### src/rtl/modular_inverse.sv
// Modular inverse d = e^-1 mod m via iterative extended Euclid, using a
// bit-serial restoring divider and a bit-serial double-and-add modular multiplier.
module modular_inverse #(
  parameter int KEY_BYTES = 4,
  localparam int W = 8 * KEY_BYTES
) (
  input  logic         clk_in,
  input  logic         rst_in,
  input  logic         ready_in,
  input  logic [W-1:0] value_in,
  input  logic [W-1:0] modulus_in,
  output logic [W-1:0] value_out,
  output logic         error_out,
  output logic         busy_out,
  output logic         valid_out
);

  localparam int CW = $clog2(W);

  typedef enum logic [2:0] {
    IDLE,
    CHECK,
    DIV,
    MUL,
    UPDATE,
    DONE
  } state_t;

  state_t        state_q, state_d;
  logic [W-1:0]  r0_q, r0_d, r1_q, r1_d;
  logic [W-1:0]  t0_q, t0_d, t1_q, t1_d;
  logic [W-1:0]  m_q, m_d;
  logic [W-1:0]  quo_q, quo_d;
  logic [W:0]    rem_q, rem_d;
  logic [W:0]    acc_q, acc_d;
  logic [CW-1:0] cnt_q, cnt_d;
  logic          bad_q, bad_d;
  logic [W-1:0]  value_q, value_d;
  logic          error_q, error_d;
  logic          busy_q, busy_d;
  logic          valid_q, valid_d;

  logic [W:0]    trial;
  logic [W:0]    dbl, dblRed;
  logic [W:0]    sum, sumRed;
  logic [W:0]    diff;
  logic          lastBit;

  always_ff @(posedge clk_in) begin
    if (rst_in) begin
      state_q <= IDLE;
      r0_q    <= '0;
      r1_q    <= '0;
      t0_q    <= '0;
      t1_q    <= '0;
      m_q     <= '0;
      quo_q   <= '0;
      rem_q   <= '0;
      acc_q   <= '0;
      cnt_q   <= '0;
      bad_q   <= 1'b0;
      value_q <= '0;
      error_q <= 1'b0;
      busy_q  <= 1'b0;
      valid_q <= 1'b0;
    end else begin
      state_q <= state_d;
      r0_q    <= r0_d;
      r1_q    <= r1_d;
      t0_q    <= t0_d;
      t1_q    <= t1_d;
      m_q     <= m_d;
      quo_q   <= quo_d;
      rem_q   <= rem_d;
      acc_q   <= acc_d;
      cnt_q   <= cnt_d;
      bad_q   <= bad_d;
      value_q <= value_d;
      error_q <= error_d;
      busy_q  <= busy_d;
      valid_q <= valid_d;
    end
  end

  always_comb begin
    state_d = state_q;
    r0_d    = r0_q;
    r1_d    = r1_q;
    t0_d    = t0_q;
    t1_d    = t1_q;
    m_d     = m_q;
    quo_d   = quo_q;
    rem_d   = rem_q;
    acc_d   = acc_q;
    cnt_d   = cnt_q;
    bad_d   = bad_q;
    value_d = value_q;
    error_d = error_q;
    busy_d  = busy_q;
    valid_d = 1'b0;

    lastBit = (cnt_q == CW'(W - 1));

    // The dividend is shifted out of quo_q while quotient bits shift in behind it.
    trial = (rem_q << 1) | {{W{1'b0}}, quo_q[W-1]};

    // acc and t1 are both below m, so one conditional subtract per step suffices.
    dbl    = acc_q << 1;
    dblRed = (dbl >= {1'b0, m_q}) ? dbl - {1'b0, m_q} : dbl;
    sum    = dblRed + {1'b0, t1_q};
    sumRed = (sum >= {1'b0, m_q}) ? sum - {1'b0, m_q} : sum;

    diff = {1'b0, t0_q} - acc_q;

    case (state_q)
      IDLE: begin
        if (ready_in) begin
          r0_d    = modulus_in;
          r1_d    = value_in;
          t0_d    = '0;
          t1_d    = W'(1);
          m_d     = modulus_in;
          bad_d   = (modulus_in < W'(2)) || (value_in == '0);
          busy_d  = 1'b1;
          state_d = CHECK;
        end
      end
      CHECK: begin
        if (bad_q || (r1_q == '0)) begin
          state_d = DONE;
        end else begin
          quo_d   = r0_q;
          rem_d   = '0;
          cnt_d   = '0;
          state_d = DIV;
        end
      end
      DIV: begin
        if (trial >= {1'b0, r1_q}) begin
          rem_d = trial - {1'b0, r1_q};
          quo_d = {quo_q[W-2:0], 1'b1};
        end else begin
          rem_d = trial;
          quo_d = {quo_q[W-2:0], 1'b0};
        end
        cnt_d = cnt_q + CW'(1);
        if (lastBit) begin
          cnt_d   = '0;
          acc_d   = '0;
          state_d = MUL;
        end
      end
      MUL: begin
        acc_d = quo_q[W-1] ? sumRed : dblRed;
        quo_d = {quo_q[W-2:0], 1'b0};
        cnt_d = cnt_q + CW'(1);
        if (lastBit) begin
          cnt_d   = '0;
          state_d = UPDATE;
        end
      end
      UPDATE: begin
        r0_d    = r1_q;
        r1_d    = rem_q[W-1:0];
        t0_d    = t1_q;
        t1_d    = diff[W] ? diff[W-1:0] + m_q : diff[W-1:0];
        state_d = CHECK;
      end
      DONE: begin
        if (!bad_q && (r0_q == W'(1))) begin
          value_d = t0_q;
          error_d = 1'b0;
        end else begin
          value_d = '0;
          error_d = 1'b1;
        end
        busy_d  = 1'b0;
        valid_d = 1'b1;
        state_d = IDLE;
      end
      default: state_d = IDLE;
    endcase
  end

  assign value_out = value_q;
  assign error_out = error_q;
  assign busy_out  = busy_q;
  assign valid_out = valid_q;

endmodule

### config.mk
export PLATFORM = sky130hd
export DESIGN_NAME = modular_inverse
export DESIGN_NICKNAME = d
export VERILOG_FILES = /design/src/rtl/modular_inverse.sv
export SDC_FILE = /design/constraint.sdc
export NUM_CORES = 1
export LEC_CHECK = 0
export CAP_MARGIN = 20
export CORE_MARGIN = 2
export CORE_UTILIZATION = 40
export CTS_BUF_LIST = sky130_fd_sc_hd__clkbuf_8
export CTS_CLUSTER_SIZE = 12
export DETAILED_ROUTE_END_ITERATION = 12
export DONT_BUFFER_PORTS = 1
export PLACE_DENSITY = 0.51
export SLEW_MARGIN = 20
export SYNTH_ARGS = -nofsm -noshare
export SYNTH_HDL_FRONTEND = slang
export SYNTH_SLANG_ARGS = --single-unit
### constraint.sdc
create_clock -name clk_in -period 8.97 [get_ports clk_in]
set_input_delay 1.3455 -clock clk_in [delete_from_list [all_inputs] [get_ports clk_in]]
set_output_delay 1.3455 -clock clk_in [all_outputs]
set_load 0.05 [all_outputs]
# Word-level counts from Yosys, hierarchy flattened
# Cells that the tools add are included.
[word_totals] register_bits=301 inputBits=67 output_inout_bits=35
[op_classes] add_sub_neg=7 order_cmp=4 eq_ne=11 muxes=33 bitwise=1 n_reduce_logical=22
[ops] cell="$pmux W32 S2" count=5
[ops] cell="$mux W32" count=9
[ops] cell="$mux W33" count=4
[ops] cell="$ge A33 B32 Y1" count=3
[ops] cell="$pmux W32 S3" count=1
[ops] cell="$pmux W33 S2" count=1
[ops] cell="$sub A33 B32 Y33" count=2
[ops] cell="$logic_not A32 Y1" count=2
[ops] cell="$add A33 B32 Y33" count=1
[ops] cell="$or A33 B1 Y33" count=1
[ops] cell="$sub A32 B33 Y33" count=1
[ops] cell="$add A32 B32 Y32" count=1
[ops] cell="$eq A32 B1 Y1 const B" count=1
[ops] cell="$lt A32 B2 Y1 const B" count=1
[ops] cell="$sub A32 B32 Y32" count=1
[ops] cell="$pmux W3 S5" count=1
[ops] cell="$reduce_and A2 Y1" count=7
[ops] cell="$mux W3" count=4
[ops] cell="$mux W5" count=2
[ops] cell="$pmux W5 S2" count=1
[ops] cell="$reduce_bool A2 Y1" count=5
[ops] cell="$ne A2 B2 Y1 const B" count=4
[ops] cell="$eq A3 B2 Y1 const B" count=2
[ops] cell="$eq A3 B3 Y1 const B" count=2
[ops] cell="other kinds (12)" count=16

# Depth between registers and ports, before layout
# Gate-level depths: netlist (run 1).
[logic_depth] ltp_word=7 mapped_depth=36

# Least setup slack after synthesis (run 1)
# No wires, ideal clock.
[synth_path] path_kind="register -> register" start="reg m_q[18]" end="reg acc_q[24]" arrival_time_ns=6.848 required_ns=8.848 slack_ns=2.000 path_stages_with_launch=33 synth_period_minus_slack_ns=6.970 path_cell_list="dfxtp_1 inv_1 ha_1 a21o_1 a21oi_1 o21ai_1 a2111oi_4 o22ai_2 a21oi_1 clkbuf_1 a21oi_1 a21oi_1 ha_1 nor2b_1 o31a_1 o21ai_1 a21boi_1 a31oi_4 o21bai_1 a21oi_1 xnor2_1 ha_1 a21o_1 a21o_1 a311o_1 o21a_1 a211oi_2 a21oi_1 a211oi_1 o21ai_1 nor2_4 mux2_4 a221o_1"
[synth_via] elab_chain_len=7 elab_cells_between_ends=9
[synth_rtl] element="from (decl)" line_no="32" text="logic [W-1:0] m_q, m_d;"
[synth_rtl] element="from (signal assigned)" line_no="72" text="m_q <= m_d;"
[synth_rtl] element="$sub A33 B32 Y33 or $ge A33 B32 Y1 (tied branches)" line_no="109" text="dblRed = (dbl >= {1'b0, m_q}) ? dbl - {1'b0, m_q} : dbl;"
[synth_rtl] element="$mux W33" line_no="109"
[synth_rtl] element="$add A33 B32 Y33" line_no="110" text="sum = dblRed + {1'b0, t1_q};"
[synth_rtl] element="$sub A33 B32 Y33 or $ge A33 B32 Y1 (tied branches)" line_no="111" text="sumRed = (sum >= {1'b0, m_q}) ? sum - {1'b0, m_q} : sum;"
[synth_rtl] element="$mux W33" line_no="111"
[synth_rtl] element="$mux W33 *" line_no="154" text="acc_d = quo_q[W-1] ? sumRed : dblRed;"
[synth_rtl] element="$pmux W33 S2 *" line_no="115" text="case (state_q)"
[synth_rtl] element="to (signal assigned)" line_no="59" text="acc_q <= '0;"
[synth_rtl] element="to (signal assigned)" line_no="75" text="acc_q <= acc_d;"
[synth_rtl] element="to (decl)" line_no="35" text="logic [W:0] acc_q, acc_d;"
# Mark *: on every way between the ends. The rest lies on a longest branch, timed or not.
# A chain may end at the register's enable or synchronous reset.

# Worst setup path in the final report (run 1)
[layout_path] start="reg m_q[1]" end="reg acc_q[24]"
# The elaborated chain is that of the path after synthesis.

==> metrics.md, run 1 <==
| Metric | Value |
|---|---|
| Xor/xnor share of the synthesized area | `6.18%` |
| Vias | `21100` |
| Cell at the slowest stage of the critical path | `a21oi_4` |
| Net Sw Frac | `40.5%` |
| DR DRC count | `0` |
| Root buffer cell | `clkbuf_8` |
| First-pass GRT wire length | `117 mm` |
| Total core area | `54900 sq um` |
| Status | `finished clean` |
| Max-Cap Viols | `0` |
| Final RePlAce weighted congestion | `0.939` |
| Global-route usage over all layers | `26.2%` |
| Most frequent cell on the critical path | `a21oi_1` |
| Vias in the first global route | `20100` |
| Synth Cell Area | `22100 sq um` |
| GRT overflow | `0` |
| Largest net degree at the start of global routing | `236` |
| RSZ-0062 raised after global routing | `false` |
| Startpoint class of the critical path | `flip-flop` |
| Reg2Reg Launch Point | `m_q[1]` |
| ANT nets after route | `0` |
| #FFs+latches synth | `301` |
| Dominant synthesized flop cell | `dfxtp_1` |
| Synth Area in Adders | `11.5%` |
| Row Count | `86` |
| Area delta synth->final | `8.03%` |
| Post-Place Cells | `3497` |
| Crit path capture type | `flip-flop` |
| Slew headroom | `28.5%` |
| Clock buffer depth | `3` |
| Clk Latency, worst-skew pair | `0.68 ns` |
| Post-synth ARST share | `0%` |
| Peak per-stage delay on the critical path | `0.47 ns` |
| Leak | `9.80 nW` |
| Count of buffers from port buffering | `0` |
| R2R Setup Slk | `0.71 ns` |
| Die Span X | `239 microns` |
| Synthesized area per cell | `7.58 sq um` |
| DRT iter0 DRCs | `1417` |
| Die ar. | `57100 sq um` |
| Register area share after synthesis | `27.3%` |
| Measured slew at the worst slew-check pin | `1.07 ns` |
| Most frequent cells in the layout | `427 x nand2_1, 301 x dfxtp_1, 271 x nor2_1` |
| DPL Wire Length | `57.5 mm` |
| Initial antenna violation count | `2` |
| Number of CTS-inserted buffers | `59` |
| Non-filler cells, final | `3599` |
| Hold EP | `quo_q[15]` |
| H-Tree Depth | `2` |
| Initial core utilization | `40.3%` |
| Clock Skews | `0.0335 ns` |
| Post-CTS sizing | `0` |
| Largest family of logic cells by synthesized area | `compound AO/OA/AOI/OAI gates` |
| Top Ports | `102` |
| Hold Crit Start | `quo_q[14]` |
| R2R depth | `32` |
| # setup viols final | `0` |
| Worst-path fanout max | `18` |
| Fin. max-slew vios | `0` |
| Hold Fails Final Rpt | `0` |
| Post-Synth Simple-Gate Area | `19.1%` |
| DR pass1 iterations | `5` |
| P_sw | `2.10 mW` |
| Distinct cells, synth | `84` |
| Drt via density | `5.88` |
| Comb pwr share | `43.8%` |
| Internal power | `3.09 mW` |
| Hold buffers post-CTS | `0` |
| Reg power frac | `28.7%` |
| Worst endpoint data arrival time | `8.83 ns` |
| Mux share of post-synthesis cell area | `2.19%` |
| WL final | `76.3 mm` |
| Hold crit path type | `reg2reg` |
| Die height | `239 microns` |
| Clock transition at the registers of the reported paths | `0.06 ns` |
| Setup Fix Bufs, Post-CTS | `0` |
| Setup tns final | `0 ns` |
| Post-synth EDFFs | `0` |
| Clock Power Share | `27.4%` |
| Commonest non-fill, non-tap cell in the layout | `nand2_1` |
| Final critical-path required period | `8.26 ns` |
| CTS tree | `yes` |
| WS Path Type | `reg2reg` |
| Post-synthesis cell count | `2913` |
| Clk sink count | `301` |
| Worst VDD drop | `0.125 mV` |
| Yosys warning count | `0` |
| Worst R2R End | `acc_q[24]` |
| PD cells | `218 nW/um^2` |
| WHS Path Cells | `2` |
| WP data required | `9.53 ns` |
| Share of cells above drive strength 1 | `5.70%` |
| Nets | `3120` |
| Fmax achieved | `121 MHz` |
| Synth Net Count | `3179` |
| Mean routed wirelength per cell | `21.2 microns` |
| Period utilization | `92.1%` |
| Compound-gate portion of the synthesized area | `28.7%` |
## power groups by stage
stage	Combinational (mW)	Sequential, mW	Clock [mW]
floorplan	1.77	1.49	0
CTS	2.26	1.49	1.47
global route	2.49	1.50	1.53
global placement	2.23	1.52	0
finish	2.28	1.49	1.43
detailed placement	2.25	1.52	0
## metal layers
| metal | global-route usage [%] | vias to the layer above | part of all wire [%] |
|---|---|---|---|
| met5 | 0 | - | 0 |
| met4 | 8.41 | 0 | 2.9 |
| met3 | 3.41 | 120 | 4.4 |
| met2 | 45.1 | 513 | 48 |
| met1 | 33.7 | 10100 | 45 |
| li1 | - | 10400 | - |
## worst max-delay path by stage
stage	from	end	slack, ns	cells after the start
2_1_floorplan	m_q[18]	acc_q[24]	2.00	32
3_3_place_gp	m_q[1]	acc_q[24]	0.85	33
3_5_place_dp	m_q[1]	acc_q[24]	0.67	32
4_1_cts	m_q[1]	acc_q[24]	0.63	32
5_1_grt	m_q[1]	acc_q[24]	0.07	33
6_report	m_q[1]	acc_q[24]	0.71	32
## cell usage after synthesis, types with 6 or more instances
cell / count / area share [%]
or2_2: 7 / 0.20
ha_1: 193 / 11
o31a_1: 7 / 0.28
a21o_1: 74 / 2.5
a221oi_1: 6 / 0.24
nor3b_1: 6 / 0.20
o31ai_1: 18 / 0.61
o21a_1: 32 / 1.1
mux2i_1: 39 / 1.8
and3_1: 17 / 0.48
nor2b_1: 25 / 0.71
a211o_1: 6 / 0.24
clkbuf_1: 125 / 2.1
o21bai_1: 25 / 0.85
o21ai_1: 29 / 0.66
a31oi_1: 47 / 1.3
and4_1: 9 / 0.36
nand4_1: 30 / 0.85
nand2b_1: 28 / 0.79
nand2_1: 429 / 7.3
xor2_1: 59 / 2.3
a311oi_1: 67 / 2.7
o21ai_0: 158 / 3.6
or3_1: 6 / 0.17
dfxtp_1: 301 / 27
xnor2_1: 95 / 3.8
and2_1: 9 / 0.25
inv_1: 145 / 2.5
buf_1: 9 / 0.15
a21oi_1: 260 / 5.9
nor3_1: 36 / 0.82
a22oi_1: 104 / 3.5
o211ai_1: 28 / 0.95
a21boi_0: 9 / 0.31
fa_1: 6 / 0.54
nand3_1: 34 / 0.77
nor2_1: 275 / 4.7
nor4_1: 36 / 1.0
a211oi_1: 23 / 0.78
## per-stage QoR
step / util (%) / setup WS [ns] / area (sq um) / hold WS, ns / power, mW
6_report: 43.5 / 0.707 / 23900 / 0.461 / 5.20
5_1_grt: 43.5 / 0.0738 / 23900 / 0.488 / 5.52
4_1_cts: 43.5 / 0.630 / 23900 / 0.470 / 5.22
3_5_place_dp: 41.3 / 0.670 / 22700 / 0.469 / 3.77
3_3_place_gp: 41.3 / 0.847 / 22700 / 0.462 / 3.75
2_1_floorplan: - / 2.00 / 22100 / 0.439 / 3.26
## flip-flops by register name, indices dropped and copies added (netlist names), 3 cells and up
signal,count
t0_q,32
m_q,32
r0_q,32
t1_q,32
cnt_q,5
quo_q,32
value_out,32
r1_q,32
rem_q,32
acc_q,33
state_q,3
## critical path, delay by kind of cell, from the launching register on
| kind | cells | cell delay (ns) |
|---|---|---|
| flops | 1 | 0.45 |
| buf+inv | 2 | 0.46 |
| compound gates | 22 | 5.30 |
| mux | 1 | 0.33 |
| xor+xnor | 1 | 0.17 |
| fa+ha+maj | 3 | 0.97 |
| simple gates | 3 | 0.46 |
## cells by family after synthesis
logic type / after synthesis
xor gates and xnor gates: 155
adders and majority gates: 199
AOI/OAI and AO/OA: 962
buffers and inverters: 288
DFF: 301
muxes: 47
and+or+nand+nor: 961
## area by class of cell
cell class / count / area (sq um)
Antenna cell: 1 / 2.50
Clock buffer: 75 / 1030
Fill cell: 5660 / 31000
Clock inverter: 26 / 160
Sequential cell: 301 / 6030
Tap cell: 704 / 881
Multi-Input combinational cell: 2324 / 15100
Timing Repair Buffer: 23 / 173
Inverter: 145 / 544
Note: power is estimated with default switching activity, not from simulation.
==> inputs of run 2 (changes only) <==
Settings changed: CORE_ASPECT_RATIO set to 0.9, CTS_BUF_LIST sky130_fd_sc_hd__clkbuf_8 to sky130_fd_sc_hd__clkbuf_4.
==> metrics.md, run 2 (synthesized netlist as in run 1, its figures left out) <==
| Metric | Value |
|---|---|
| Post-CTS sizing | `0 (unchanged)` |
| WL met2 | `32.7 mm (-10%)` |
| PD cells | `217 nW/um^2 (-0.42%)` |
| M1 WL | `39.2 mm (+14%)` |
| Reg2Reg Launch Point | `m_q[1]` |
| Period utilization | `91.3% (-0.83 points)` |
| Worst-path fanout max | `10 (-8)` |
| Global-route usage over all layers | `27.2% (+1.0 points)` |
| R2R depth | `32 (unchanged)` |
| WS Path Type | `reg2reg` |
| DR top layer | `met4` |
| ANT nets after route | `0 (unchanged)` |
| Hold EP | `quo_q[17]` |
| Die height | `227 microns (-5.0%)` |
| Worst R2R End | `acc_q[24]` |
| Most frequent cells in the layout | `427 x nand2_1, 301 x dfxtp_1, 271 x nor2_1` |
| Total core area | `54400 sq um (-0.83%)` |
| Count of buffers from port buffering | `0 (unchanged)` |
| Clk Latency, worst-skew pair | `0.90 ns (+0.22 ns)` |
| Final RePlAce weighted congestion | `0.948 (+0.98%)` |
| Hold buffers post-CTS | `0 (unchanged)` |
| Mean routed wirelength per cell | `21.4 microns (+1.1%)` |
| Commonest non-fill, non-tap cell in the layout | `nand2_1` |
| Cell at the slowest stage of the critical path | `dfxtp_1` |
| Root buffer cell | `clkbuf_4` |
| Largest register FFs | `33 (unchanged)` |
| Post-Place Cells | `3500 (+0.086%)` |
| RSZ-0062 raised after global routing | `false` |
| Most frequent cell on the critical path | `a21oi_1` |
| Non-filler cells, final | `3662 (+1.8%)` |
| # setup viols final | `0 (unchanged)` |
| DPL Wire Length | `59.2 mm (+2.9%)` |
| Clock transition at the registers of the reported paths | `0.07 ns (about the same)` |
| Hold crit path type | `reg2reg` |
| Die ar. | `57100 sq um (about the same)` |
| Top Ports | `102 (unchanged)` |
| Worst VDD drop | `0.106 mV (-16%)` |
| DR pass1 iterations | `5 (unchanged)` |
| Setup Fix Bufs, Post-CTS | `0 (unchanged)` |
| WL final | `78.5 mm (+2.8%)` |
| DR DRC count | `0 (unchanged)` |
| Max-Cap Viols | `0 (unchanged)` |
| Clock buffer depth | `3 (unchanged)` |
| CTS tree | `yes` |
| Drt via density | `5.95 (+1.3%)` |
| Clk sink count | `301 (unchanged)` |
| Crit path capture type | `flip-flop` |
| Hold Fails Final Rpt | `0 (unchanged)` |
| Peak per-stage delay on the critical path | `0.46 ns (about the same)` |
| Vias | `21800 (+3.1%)` |
| Status | `finished clean` |
| GRT overflow | `0 (unchanged)` |
| WP data required | `9.70 ns (+0.17 ns)` |
| Final critical-path required period | `8.19 ns (-0.0748 ns)` |
| CP delay by family, top | `compound AO/OA/AOI/OAI gates` |
| Met3 wire length | `4.69 mm (+38%)` |
| H-Tree Depth | `3 (+1)` |
| Initial antenna violation count | `4 (+2)` |
| WHS Path Cells | `2 (unchanged)` |
| Number of CTS-inserted buffers | `90 (+53%)` |
| Most flops, register | `acc_q` |
| DRT iter0 DRCs | `1950 (+38%)` |
| Area delta synth->final | `7.93% (about the same)` |
| Fillers | `5624 (-0.64%)` |
| Slew headroom | `31.4% (+2.9 points)` |
| Fin. max-slew vios | `0 (unchanged)` |
| Setup tns final | `0 ns (unchanged)` |
| Startpoint class of the critical path | `flip-flop` |
| Leak | `9.81 nW (about the same)` |
| R2R Setup Slk | `0.78 ns (+0.07 ns)` |
| Crit path buf inv count | `3 (+1)` |
| Die Span X | `252 microns (+5.3%)` |
| Largest net degree at the start of global routing | `236 (unchanged)` |
| Share of cells above drive strength 1 | `7.25% (+1.5 points)` |
| Nets | `3153 (+1.1%)` |
| Row Count | `81 (-5.8%)` |
| First-pass GRT wire length | `121 mm (+3.6%)` |
| Vias in the first global route | `20400 (+1.5%)` |
| Clock Skews | `0.0935 ns (+0.0600 ns)` |
| Hold Crit Start | `quo_q[16]` |
| Worst endpoint data arrival time | `8.92 ns (+0.09 ns)` |
| Fmax achieved | `122 MHz (+0.91%)` |
| Initial core utilization | `40.6% (+0.34 points)` |
| Measured slew at the worst slew-check pin | `1.03 ns (-0.0402 ns)` |
## run 2: cell types whose count changed in the layout (fill, tap and decap cells not counted), sizes merged
cell and change:
clkinv +17, bufinv +1, clkbuf +50, clkinvlp +1, inv -13, diode +4
buf +2
## run 2: layout make-up
| cell class | count | area (sq um) | share of cell area, % |
|---|---|---|---|
| Multi-Input combinational cell | 2324 | 15100 | 63.1 |
| Tap cell | 705 | 882 | 3.70 |
| Timing Repair Buffer | 25 | 200 | 0.839 |
| Antenna cell | 5 | 12.5 | 0.0525 |
| Clock inverter | 32 | 193 | 0.808 |
| Inverter | 145 | 544 | 2.28 |
| Sequential cell | 301 | 6030 | 25.3 |
| Clock buffer | 125 | 938 | 3.94 |
## run 2: routing by layer
layer / GRT usage (%) / vias to the layer above
met5: 0 / -
met4: 7.47 / 0
met3: 4.68 / 126
met2: 40.7 / 645
met1: 40.0 / 10500
li1: - / 10600
## run 2: worst max path at each step
stage	start	end	slack, ns	depth (start not counted)
CTS	m_q[1]	acc_q[24]	0.81	31
global route	m_q[1]	acc_q[19]	0.06	33
floorplan	m_q[18]	acc_q[24]	2.00	32
detailed placement	m_q[1]	acc_q[24]	0.88	31
finish	m_q[1]	acc_q[24]	0.78	32
global placement	m_q[18]	acc_q[0]	1.05	31
## run 2: worst reg2reg max path, delay by kind of cell, from the launching register on
family,cells,cell delay (ns)
AND/OR/NAND/NOR,4,0.89
adder cells (fa/ha/maj),3,0.93
multiplexers,2,0.69
XOR/XNOR,1,0.18
flip-flops,1,0.46
AO/OA/AOI/OAI,19,4.45
buffers and inverters,3,0.43
## run 2: report_power, final
part	switching [mW]	leakage, nW	internal, mW	total, mW
sequential	0.0822	2.45	1.42	1.50
combinational	1.38	6.69	0.917	2.30
clock	0.674	0.666	0.700	1.37
total	2.14	9.81	3.03	5.17
## run 2: per-stage QoR
| step | hold WS (ns) | total power, mW | instance area [sq um] | utilization, % | setup WS [ns] |
|---|---|---|---|---|---|
| 2_1_floorplan | 0.439 | 3.26 | 22100 | - | 2.00 |
| 3_3_place_gp | 0.458 | 3.77 | 22700 | 41.7 | 1.05 |
| 3_5_place_dp | 0.466 | 3.79 | 22700 | 41.7 | 0.879 |
| 4_1_cts | 0.440 | 5.18 | 23800 | 43.8 | 0.808 |
| 5_1_grt | 0.473 | 5.52 | 23800 | 43.8 | 0.0557 |
| 6_report | 0.451 | 5.17 | 23800 | 43.8 | 0.781 |
==> inputs of run 3 (changes only) <==
Settings changed: PLACE_DENSITY 0.51 to 0.64.
==> metrics.md, run 3 (synthesized netlist as in run 1, its figures left out) <==
| Metric | Value |
|---|---|
| WP data required | `9.66 ns (-0.04 ns)` |
| Clock transition at the registers of the reported paths | `0.06 ns (about the same)` |
| Number of CTS-inserted buffers | `87 (-3.3%)` |
| Area delta synth->final | `7.68%` |
| Post-Place Cells | `3499 (-0.029%)` |
| Worst endpoint data arrival time | `8.86 ns (-0.06 ns)` |
| Clock Skews | `0.0474 ns (-0.0461 ns)` |
| # setup viols final | `0 (unchanged)` |
| Initial core utilization | `40.6% (unchanged)` |
| Largest register FFs | `33 (unchanged)` |
| Crit path capture type | `flip-flop` |
| RSZ-0062 raised after global routing | `false` |
| Leak | `9.78 nW (-0.26%)` |
| H-Tree Depth | `3 (unchanged)` |
| PD cells | `215 nW/um^2 (-0.79%)` |
| Share of cells above drive strength 1 | `7.06% (-0.19 points)` |
| Nets | `3149 (-0.13%)` |
| CP Depth | `32 (unchanged)` |
| CTS tree | `yes` |
| Largest net degree at the start of global routing | `236 (unchanged)` |
| Slew headroom | `28.5% (-2.9 points)` |
| Final Core Density | `43.7% (-0.10 points)` |
| Commonest non-fill, non-tap cell in the layout | `nand2_1` |
| DRT iter0 DRCs | `2112 (+8.3%)` |
| Die Span X | `252 microns (unchanged)` |
| Startpoint class of the critical path | `flip-flop` |
| Clock buffer depth | `3 (unchanged)` |
| Non-filler cells, final | `3659 (-0.082%)` |
| ANT nets after route | `0 (unchanged)` |
| R2R depth | `32 (unchanged)` |
| Post-CTS sizing | `0 (unchanged)` |
| Tot Pwr | `5.12 mW (-1.0%)` |
| Hold buffers post-CTS | `0 (unchanged)` |
| Clk sink count | `301 (unchanged)` |
| Measured slew at the worst slew-check pin | `1.07 ns (+0.0410 ns)` |
| Crit path buf inv count | `3 (unchanged)` |
| Drt via density | `6.04 (+1.4%)` |
| Cell at the slowest stage of the critical path | `dfxtp_1` |
| Period utilization | `91.0% (-0.27 points)` |
| Hold Fails Final Rpt | `0 (unchanged)` |
| Die height | `227 microns (unchanged)` |
| WS Path Type | `reg2reg` |
| Global-route usage over all layers | `26.1% (-1.1 points)` |
| Final RePlAce weighted congestion | `0.970 (+2.4%)` |
| Hold crit path type | `reg2reg` |
| Worst VDD drop | `0.154 mV (+45%)` |
| GRT overflow | `0 (unchanged)` |
| Status | `finished clean` |
| Fmax achieved | `122 MHz (+0.30%)` |
| CP delay by family, top | `compound AO/OA/AOI/OAI gates` |
| First-pass GRT wire length | `117 mm (-3.0%)` |
| Hold slack | `0.475 ns (+0.0240 ns)` |
| Most frequent cells in the layout | `428 x nand2_1, 301 x dfxtp_1, 271 x nor2_1` |
| Fin. max-slew vios | `0 (unchanged)` |
| WL final | `75.5 mm (-3.8%)` |
| Vias in the first global route | `21000 (+2.9%)` |
| DPL Wire Length | `56.0 mm (-5.3%)` |
| Setup Fix Bufs, Post-CTS | `0 (unchanged)` |
| Final critical-path required period | `8.16 ns (-0.0245 ns)` |
| Peak per-stage delay on the critical path | `0.46 ns (about the same)` |
| Root buffer cell | `clkbuf_4` |
| DR DRC count | `0 (unchanged)` |
| Die ar. | `57100 sq um (unchanged)` |
| Most flops, register | `acc_q` |
| DR pass1 iterations | `6 (+1)` |
| Count of buffers from port buffering | `0 (unchanged)` |
| Mean routed wirelength per cell | `20.6 microns (-3.7%)` |
| Initial antenna violation count | `4 (unchanged)` |
| Row Count | `81 (unchanged)` |
| Worst-path fanout max | `20 (+10)` |
| Total core area | `54400 sq um (unchanged)` |
| Vias | `22100 (+1.4%)` |
| Max-Cap Viols | `0 (unchanged)` |
| Top Ports | `102 (unchanged)` |
| Setup tns final | `0 ns (unchanged)` |
| WHS Path Cells | `2 (unchanged)` |
| Clk Latency, worst-skew pair | `0.86 ns (-0.04 ns)` |
## run 3: power by group
part | leakage (nW) | internal, mW | switching, mW | total, mW
Clock | 0.651 | 0.676 | 0.655 | 1.33
Sequential | 2.45 | 1.42 | 0.0819 | 1.50
Combinational | 6.68 | 0.901 | 1.39 | 2.29
Total | 9.78 | 2.99 | 2.13 | 5.12
## run 3: worst paths after layout
check               to  slack (ns)     start
min           quo_q[5]        0.47  quo_q[4]
min reg2reg   quo_q[5]        0.47  quo_q[4]
max          acc_q[19]        0.81    m_q[1]
max reg2reg  acc_q[19]        0.81    m_q[1]
## run 3: through the flow
step	cell area, sq um	setup WS, ns
6_report	23800	0.806
2_1_floorplan	22100	2.00
3_5_place_dp	22700	0.897
4_1_cts	23800	0.879
5_1_grt	23800	0.301
3_3_place_gp	22700	1.17
## run 3: per-layer routing
layer / up-vias / global-route usage, % / routed length, microns
met4: 0 / 9.81 / 2550
met3: 153 / 5.53 / 6040
met5: - / 0 / 0
met2: 836 / 40.3 / 32200
met1: 10500 / 35.8 / 34700
li1: 10600 / - / -
## run 3: layout make-up
class,count,area [sq um]
antenna,7,17.5
clock buffer,120,901
clock inverter,33,185
fill,5440,30600
inverter,145,544
multi-input combinational,2324,15100
sequential,301,6030
tap,705,882
timing repair buffer,24,180
## run 3: tightest hold or removal path, cell delays in order (launching register included)
cell      delay (ns)
dfxtp_1         0.31
nand2_1         0.05
a311oi_1        0.07
